## src/rtl/gpio_link_slave.sv

```systemverilog
// gpio_link_slave: fabric-side responder for the MCU high-bank GPIO serial link.
// The MCU bit-bangs an SPI-like framed byte stream. It is oversampled on ppm_clk,
// received bytes go to fabric, and fabric bytes are shifted back on MISO.
//
// Ports:
//   ppm_clk, rst            sole clock, asynchronous active-high reset
//   gpio_h0_out             link SCK from the MCU
//   gpio_h0_oe_n            link CS_N from the MCU (low = frame active)
//   gpio_h1_out             link MOSI from the MCU
//   gpio_h1_oe_n            unused tie-off
//   gpio_h0_in              registered copy of tx_valid (TX-available flag)
//   gpio_h1_in              link MISO to the MCU (1 while idle)
//   rx_data, rx_valid       received byte, MSB first, with a one-cycle valid pulse
//   tx_data, tx_valid       next byte to return to the MCU
//   tx_ready / tx_under     one-cycle pulse per TX load: consumed / nothing available
//   frame_abort             one-cycle pulse when CS_N rises with a partial byte
//   rx_perr                 parity error pulse (GPIO_LINK_PARITY_EN builds only)
//
// Build option: define GPIO_LINK_PARITY_EN for 9-bit frames with an odd-parity bit.

module gpio_link_slave (
  input  logic       ppm_clk,
  input  logic       rst,
  input  logic       gpio_h0_out,
  input  logic       gpio_h0_oe_n,
  input  logic       gpio_h1_out,
  input  logic       gpio_h1_oe_n,
  output logic       gpio_h0_in,
  output logic       gpio_h1_in,
  output logic [7:0] rx_data,
  output logic       rx_valid,
  input  logic [7:0] tx_data,
  input  logic       tx_valid,
  output logic       tx_ready,
  output logic       tx_under,
  output logic       frame_abort
`ifdef GPIO_LINK_PARITY_EN
  ,
  output logic       rx_perr
`endif
);

  localparam logic [1:0] ST_IDLE   = 2'd0;
  localparam logic [1:0] ST_SHIFT  = 2'd1;
`ifdef GPIO_LINK_PARITY_EN
  localparam logic [1:0] ST_PARITY = 2'd2;
`endif

  logic       r_sck_s1, r_sck_s2, r_sck_d;
  logic       r_cs_s1, r_cs_s2, r_cs_d;
  logic       r_mosi_s1, r_mosi_s2;
  logic [1:0] r_fill;
  logic       r_armed;
  logic [1:0] r_state;
  logic [2:0] r_cnt;
  logic [7:0] r_rx_sh;
  logic [7:0] r_tx_sh;
  logic       r_miso;
  logic       r_tx_avail;
  logic [7:0] r_rx_data;
  logic       r_rx_valid, r_tx_ready, r_tx_under, r_abort;
`ifdef GPIO_LINK_PARITY_EN
  logic       r_tx_par;
  logic       r_perr;
  logic       w_par_drive;
  logic       w_perr;
`endif

  logic       w_sck_rise, w_sck_fall, w_cs_rise, w_cs_fall;
  logic [7:0] w_rx_byte, w_rx_out, w_load_byte;
  logic [1:0] w_state_d;
  logic       w_load, w_rx_shift, w_tx_shift, w_rx_done, w_abort;
  logic       w_unused;

  assign w_unused    = gpio_h1_oe_n;
  assign w_sck_rise  = r_sck_s2 & ~r_sck_d;
  assign w_sck_fall  = ~r_sck_s2 & r_sck_d;
  assign w_cs_rise   = r_cs_s2 & ~r_cs_d;
  assign w_cs_fall   = ~r_cs_s2 & r_cs_d;
  assign w_rx_byte   = {r_rx_sh[6:0], r_mosi_s2};
  assign w_load_byte = tx_valid ? tx_data : 8'h00;
`ifdef GPIO_LINK_PARITY_EN
  // The full byte already sits in the shifter when the parity bit arrives.
  assign w_rx_out = r_rx_sh;
`else
  assign w_rx_out = w_rx_byte;
`endif

  always_comb begin
    w_state_d  = r_state;
    w_load     = 1'b0;
    w_rx_shift = 1'b0;
    w_tx_shift = 1'b0;
    w_rx_done  = 1'b0;
    w_abort    = 1'b0;
`ifdef GPIO_LINK_PARITY_EN
    w_par_drive = 1'b0;
    w_perr      = 1'b0;
`endif
    case (r_state)
      ST_IDLE: begin
        // Only a falling edge seen after a genuine high level starts a frame.
        if (w_cs_fall && r_armed) begin
          w_state_d = ST_SHIFT;
          w_load    = 1'b1;
        end
      end
      ST_SHIFT: begin
        if (w_cs_rise) begin
          w_state_d = ST_IDLE;
          w_abort   = (r_cnt != 3'd0);
        end else if (w_sck_rise) begin
          w_rx_shift = 1'b1;
          if (r_cnt == 3'd7) begin
`ifdef GPIO_LINK_PARITY_EN
            w_state_d = ST_PARITY;
`else
            w_rx_done = 1'b1;
            w_load    = 1'b1;
`endif
          end
        end else if (w_sck_fall && r_cnt != 3'd0) begin
          // The falling edge after a byte boundary must not shift the freshly loaded MSB.
          w_tx_shift = 1'b1;
        end
      end
`ifdef GPIO_LINK_PARITY_EN
      ST_PARITY: begin
        if (w_cs_rise) begin
          w_state_d = ST_IDLE;
          w_abort   = 1'b1;
        end else if (w_sck_rise) begin
          w_state_d = ST_SHIFT;
          w_load    = 1'b1;
          if (^{r_rx_sh, r_mosi_s2}) w_rx_done = 1'b1;
          else                       w_perr    = 1'b1;
        end else if (w_sck_fall) begin
          w_par_drive = 1'b1;
        end
      end
`endif
      default: w_state_d = ST_IDLE;
    endcase
  end

  always_ff @(posedge ppm_clk or posedge rst) begin
    if (rst) begin
      r_sck_s1   <= 1'b1;
      r_sck_s2   <= 1'b1;
      r_sck_d    <= 1'b1;
      r_cs_s1    <= 1'b1;
      r_cs_s2    <= 1'b1;
      r_cs_d     <= 1'b1;
      r_mosi_s1  <= 1'b1;
      r_mosi_s2  <= 1'b1;
      r_fill     <= 2'b00;
      r_armed    <= 1'b0;
      r_state    <= ST_IDLE;
      r_cnt      <= 3'd0;
      r_rx_sh    <= 8'h00;
      r_tx_sh    <= 8'h00;
      r_miso     <= 1'b1;
      r_tx_avail <= 1'b0;
      r_rx_data  <= 8'h00;
      r_rx_valid <= 1'b0;
      r_tx_ready <= 1'b0;
      r_tx_under <= 1'b0;
      r_abort    <= 1'b0;
`ifdef GPIO_LINK_PARITY_EN
      r_tx_par   <= 1'b0;
      r_perr     <= 1'b0;
`endif
    end else begin
      r_sck_s1   <= gpio_h0_out;
      r_sck_s2   <= r_sck_s1;
      r_sck_d    <= r_sck_s2;
      r_cs_s1    <= gpio_h0_oe_n;
      r_cs_s2    <= r_cs_s1;
      r_cs_d     <= r_cs_s2;
      r_mosi_s1  <= gpio_h1_out;
      r_mosi_s2  <= r_mosi_s1;
      // r_cs_s2 holds a real sample only once r_fill is full; until then it is the reset value.
      r_fill     <= {r_fill[0], 1'b1};
      if (r_fill[1] && r_cs_s2) r_armed <= 1'b1;
      r_tx_avail <= tx_valid;
      r_state    <= w_state_d;
      if (w_state_d == ST_IDLE) r_cnt <= 3'd0;
      else if (w_rx_shift)      r_cnt <= r_cnt + 3'd1;
      if (w_rx_shift) r_rx_sh <= w_rx_byte;
      if (w_rx_done)  r_rx_data <= w_rx_out;
      r_rx_valid <= w_rx_done;
      r_tx_ready <= w_load & tx_valid;
      r_tx_under <= w_load & ~tx_valid;
      r_abort    <= w_abort;
      if (w_load)          r_tx_sh <= w_load_byte;
      else if (w_tx_shift) r_tx_sh <= {r_tx_sh[6:0], 1'b0};
`ifdef GPIO_LINK_PARITY_EN
      r_perr <= w_perr;
      if (w_load) r_tx_par <= ~^w_load_byte;
      if (w_state_d == ST_IDLE) r_miso <= 1'b1;
      else if (w_load)          r_miso <= w_load_byte[7];
      else if (w_tx_shift)      r_miso <= r_tx_sh[6];
      else if (w_par_drive)     r_miso <= r_tx_par;
`else
      if (w_state_d == ST_IDLE) r_miso <= 1'b1;
      else if (w_load)          r_miso <= w_load_byte[7];
      else if (w_tx_shift)      r_miso <= r_tx_sh[6];
`endif
    end
  end

  assign gpio_h0_in  = r_tx_avail;
  assign gpio_h1_in  = r_miso;
  assign rx_data     = r_rx_data;
  assign rx_valid    = r_rx_valid;
  assign tx_ready    = r_tx_ready;
  assign tx_under    = r_tx_under;
  assign frame_abort = r_abort;
`ifdef GPIO_LINK_PARITY_EN
  assign rx_perr     = r_perr;
`endif

endmodule
```

## config.mk

```make
export PLATFORM = sky130hd
export DESIGN_NAME = gpio_link_slave
export DESIGN_NICKNAME = d
export VERILOG_FILES = /design/src/rtl/gpio_link_slave.sv
export SDC_FILE = /design/constraint.sdc
export NUM_CORES = 1
export LEC_CHECK = 0
export CAP_MARGIN = 15
export CORE_UTILIZATION = 35
export CTS_CLUSTER_SIZE = 40
export DETAILED_ROUTE_END_ITERATION = 8
export GPL_TIMING_DRIVEN = 0
export SETUP_SLACK_MARGIN = 0.2
export SLEW_MARGIN = 30
export SYNTH_ARGS = -nofsm -noshare
export SYNTH_HDL_FRONTEND = slang
export SYNTH_SLANG_ARGS = --single-unit
```

## constraint.sdc

```tcl
create_clock -name ppm_clk -period 1.6 [get_ports ppm_clk]
set_input_delay 0.24 -clock ppm_clk [delete_from_list [all_inputs] [get_ports ppm_clk]]
set_output_delay 0.24 -clock ppm_clk [all_outputs]
set_load 0.02 [all_outputs]
```

**Word level (Yosys, flattened, before mapping)**

Index checks and enable logic that the tools add are counted.

- Add/sub/neg operators: 1
- Reduce and logical (&&, ||, !) cells: 9
- Bitwise logic cells: 11
- Equality and inequality tests: 2
- Multiplexer cells: 26

Operators with widths:

| cell | count |
|---|---|
| 1-bit two-way mux | 17 |
| 7-bit two-way mux | 2 |
| 8-bit two-way mux | 1 |
| 1-bit AND | 6 |
| 3-bit two-way mux | 2 |
| 3-bit nonzero test | 2 |
| 1-bit inverter | 5 |
| 2-bit logical NOT | 2 |
| 2-bit two-way mux | 2 |
| 2-bit one-hot mux with 2 select lines | 1 |
| 2-bit nonzero test | 2 |
| 3-bit by 1-bit adder with 3-bit output, second input constant | 1 |
| 3-bit equality test, second input constant | 1 |
| 1-bit logical AND | 3 |
| 2-bit by 1-bit equality test with 1-bit output, second input constant | 1 |
| 1-bit one-hot mux with 2 select lines | 1 |

- Output and inout bits: 14
- Bits in registers: 44
- Word-level logic and storage cells: 70
- Input bits: 15

**Logic depth before layout (Yosys ltp)**

- Depth after elaboration: 10
- Depth in mapped cells: 7
- Mapped depth without buffers: 6

**Least setup slack after synthesis**

No wires, ideal clock.

- Path type: reg2reg
- Start: register r_cnt[0]
- End: register r_tx_sh[0]
- Library setup time: 0.079 ns
- Path buffers: 0
- Data required time: 1.521 ns
- Data arrival time: 1.502 ns
- Stages on the path, launching flop included: 7
- Period minus slack after synthesis: 1.582 ns
- Setup slack: 0.018 ns
- Cells stage by stage: dfrtp_1 ha_1 ha_1 and4b_4 o21bai_4 a21oi_4 mux2i_1

- Word-level cells in the longest chain between the ends: 7
- Elaborated cells on any way between the ends: 13
- Those cells by class: 1 x eq/ne; 9 x mux; 3 x reduce/logical

RTL lines:

| what | RTL line | source |
|---|---|---|
| from (decl) | 55 | `logic [2:0] r_cnt;` |
| from (signal assigned) | 188 | `else if (w_rx_shift) r_cnt <= r_cnt + 3'd1;` |
| parallel branches: the longest is 7 deep, another holds 7-bit two-way mux | - |  |
| to (signal assigned) | 195 | `if (w_load) r_tx_sh <= w_load_byte;` |
| to (signal assigned) | 196 | `else if (w_tx_shift) r_tx_sh <= {r_tx_sh[6:0], 1'b0};` |
| to (decl) | 57 | `logic [7:0] r_tx_sh;` |

Parallel ways; which one is timed is not known.
A chain may end at the register's enable or synchronous reset.

**Worst setup path in the final report**

- Start: register r_cnt[0]
- End: register r_tx_sh[1]

The elaborated chain is that of the path after synthesis.

==> flow_summary.json <==
{
  "fp.dieH_um": 75.3,
  "start_util": 0.366,
  "worst_slack_ps": -110,
  "drive_gt1_frac": 0.391,
  "synth_top_family_by_area": "multiplexers",
  "ys.flop_type": "dfrtp_1",
  "setup_viol": 13,
  "synth_area_leaders": "dfrtp_1 (47%), dfstp_2 (13%), mux2i_1 (8.0%)",
  "worstPathRequired_ps": 1820,
  "syn_inst": 132,
  "met2_usage": 0.216,
  "synth-xor-area-share": 0,
  "grt_max_degree": 24,
  "ys_warn_count": 0,
  "final_util": 0.513,
  "htree_levels": 2,
  "grt_pass1_wl_um": 5360,
  "status": "complete, but fails checks",
  "fin_nets": 201,
  "syn2layout_area_growth_pct": 40.3,
  "dp_hpwl_um": 2250,
  "fin_crit_sh": 1.07,
  "critPathMaxFanout": 5,
  "cpLargestDelayFamily": "flip-flops",
  "critPathMostFrequentCell": "ha_4",
  "crit_path_top_delay_cell": "dfrtp_1",
  "slew_headroom": 0.666,
  "syn_nets": 150,
  "synth_seq_cells": 44,
  "vias": 1183,
  "synth_area_mm2": 0.00188,
  "pwr_density_cell_mw_per_mm2": 833,
  "rsz0062_at_grt": "yes",
  "wl_per_cell_um": 13.7,
  "power_leakage_nw": 1.28,
  "port_buffers": 27,
  "ant_nets": 0,
  "seq_area_mm2": 0.00111,
  "clockBufferDepth": 2,
  "clock.fmax_mhz": 585,
  "cts_root_buffer": "clkbuf_8",
  "path_buf_inv": 1,
  "die_x_um": 75.3,
  "grt-busiest-layer": "met2",
  "critPathMaxStageDelay_ps": 420,
  "place_ws_ps": -225,
  "worstPathArrival_ps": 1930,
  "netlist_top_cells_count": "dfrtp_1 (35), mux2i_1 (15), nand2_1 (11), dfstp_2 (9), mux2_2 (7)",
  "synth_top_area_frac": 0.466,
  "dieArea_mm2": 0.00567,
  "grt_usage": 0.134,
  "cts_buffers": 5,
  "cp-end-kind": "register",
  "hold_path_class": "in -> async",
  "synthAdderAreaFrac": 0.0200,
  "synth-edff-count": 0,
  "fp.coreArea_mm2": 0.00514,
  "vdd_ir_drop_max_v": 0.000392,
  "clock_latency_ps": 300,
  "io_pins": 29,
  "vias_per_cell": 4.66,
  "ys_seq_area_frac": 0.592,
  "avgSynthCellArea_um2": 14.2,
  "start_kind": "register",
  "cts.clk_slew.worst_paths_ps": 70,
  "synth.area.mux_share": 0.182,
  "period_needed_ps": 1710,
  "drt_pass1_iterations": 4,
  "multi_input_area_um2": 845,
  "synth_area_leader_cell": "dfrtp_1",
  "first_global_vias": 1125,
  "fill_cells": 466,
  "route.detailed.drc": 0,
  "finalHoldViolCount": 0,
  "use_met1": 0.158,
  "max_cap_violations": 0,
  "stdcell_count": 254,
  "grt-ovfl-total": 0,
  "yosys.area_share.simple": 0.127,
  "cts_tree": "done",
  "diodes": 0,
  "worstMarginPinSlew_ps": 500,
  "synth_most_common_cell": "dfrtp_1",
  "wirelength_um": 3490,
  "antenna_found_initial": 0,
  "async_reset_ff_frac": 1.00,
  "synth_compound_area_frac": 0.0513,
  "violations": "setup timing",
  "drtIter0Drc": 61,
  "dpl.cell_count": 230,
  "cts.sinks": 44,
  "gp_congestion": 0.799,
  "path_class": "reg -> reg",
  "row_count": 26,
  "fin_worst_skew_ps": 2.51,
  "cp_cell_sequence": "ha_4 > ha_4 > and4b_4 > nand2_4 > a21oi_4 > buf_12 > mux2i_2",
  "slew_violations": 0,
  "grtUsageMet3": 0.0442,
  "synthDistinctLibCells": 42,
  "p_total_mw": 2.20
}
[metal layers]
metal  up-vias  routed length (um)
li1        554                   -
met1       608                1570
met2        16                1730
met3         5                 107
met4         0                  79
met5         -                   0
[registers in the layout, summed over array words and instances (netlist names), 2 cells and up]
register and count:
r_cnt 3, r_fill 2, r_rx_sh 7, r_state 2, r_tx_sh 7, rx_data 8
[cells by family after synthesis]
kind of cell,Yosys count
other,2
flip-flops,44
AO/OA/AOI/OAI,11
buffers and inverters,7
adder cells (fa/ha/maj),3
AND/OR/NAND/NOR,35
multiplexers,30
[path summary, 6_finish.rpt]
check                            start          to  slack, ps  depth (start not counted)
min reg2reg                  r_fill[0]   r_fill[1]        360                          0
max in group asynchronous          rst    r_sck_s2        750                          3
min in group ppm_clk       gpio_h0_out    r_sck_s1        350                          1
max reg2reg                   r_cnt[0]  r_tx_sh[1]       -110                          7
min                                rst  gpio_h0_in        290                          2
max                           r_cnt[0]  r_tx_sh[1]       -110                          7
[cell type report]
cell class	count	share of cell area
flip-flops and latches	44	0.422
well taps	70	0.0332
plain buffers	3	0.0128
clock buffers	8	0.0342
repair buffers	43	0.171
multi-input cells	82	0.320
inverters	4	0.00570
[cell usage in the layout, fill, tap and decap left out, drive strengths merged]
master	netlist	layout
ha	3	3
and4b	1	1
and4	1	1
nand3b	1	1
clkdlybuf4s50	0	13
inv	4	4
and2b	1	1
a21oi	2	2
dlygate4sd2	0	13
a2bb2oi	1	1
a21boi	1	1
nor2	5	6
and3b	1	1
a21o	2	2
a32oi	1	1
nand2	13	13
dfstp	9	9
conb	2	2
mux2i	15	15
buf	3	17
and2	1	1
or3b	1	1
nand2b	3	3
nand4b	2	2
o21ai	3	3
mux2	15	15
or3	1	1
o21bai	1	1
nor2b	2	2
nand3	1	1
clkbuf	0	11
nand4	1	1
dfrtp	35	35
[stage by stage]
step	hold WS [ps]	TNS, ps	area, um^2
2_1_floorplan	244	0	1910
3_5_place_dp	345	-2160	2290
4_1_cts	307	-1190	2540
5_1_grt	334	-1810	2640
6_report	292	-748	2640
3_3_place_gp	332	-18840	2260
[where the power goes]
group | internal (mW) | switching (mW) | leakage [nW]
Clock | 0.352 | 0.354 | 0.0455
Sequential | 1.20 | 0.0489 | 0.556
Combinational | 0.139 | 0.107 | 0.679
Total | 1.69 | 0.510 | 1.28
[worst reg2reg max path, cell delays in order, from the launching register on]
cell     delay (ps)
dfrtp_1         420
ha_4            170
ha_4            130
and4b_4         280
nand2_4          70
a21oi_4         210
buf_12          150
mux2i_2         200
[what timing repair did]
action,4_1_cts,5_1_grt
buffers inserted,9,4
hold buffers,0,0
cloned,2,1
resized for setup,29,12
endpoints found under the setup margin,41,29
pin swaps,8,11
No activity file was read; power rests on OpenSTA's default activity.
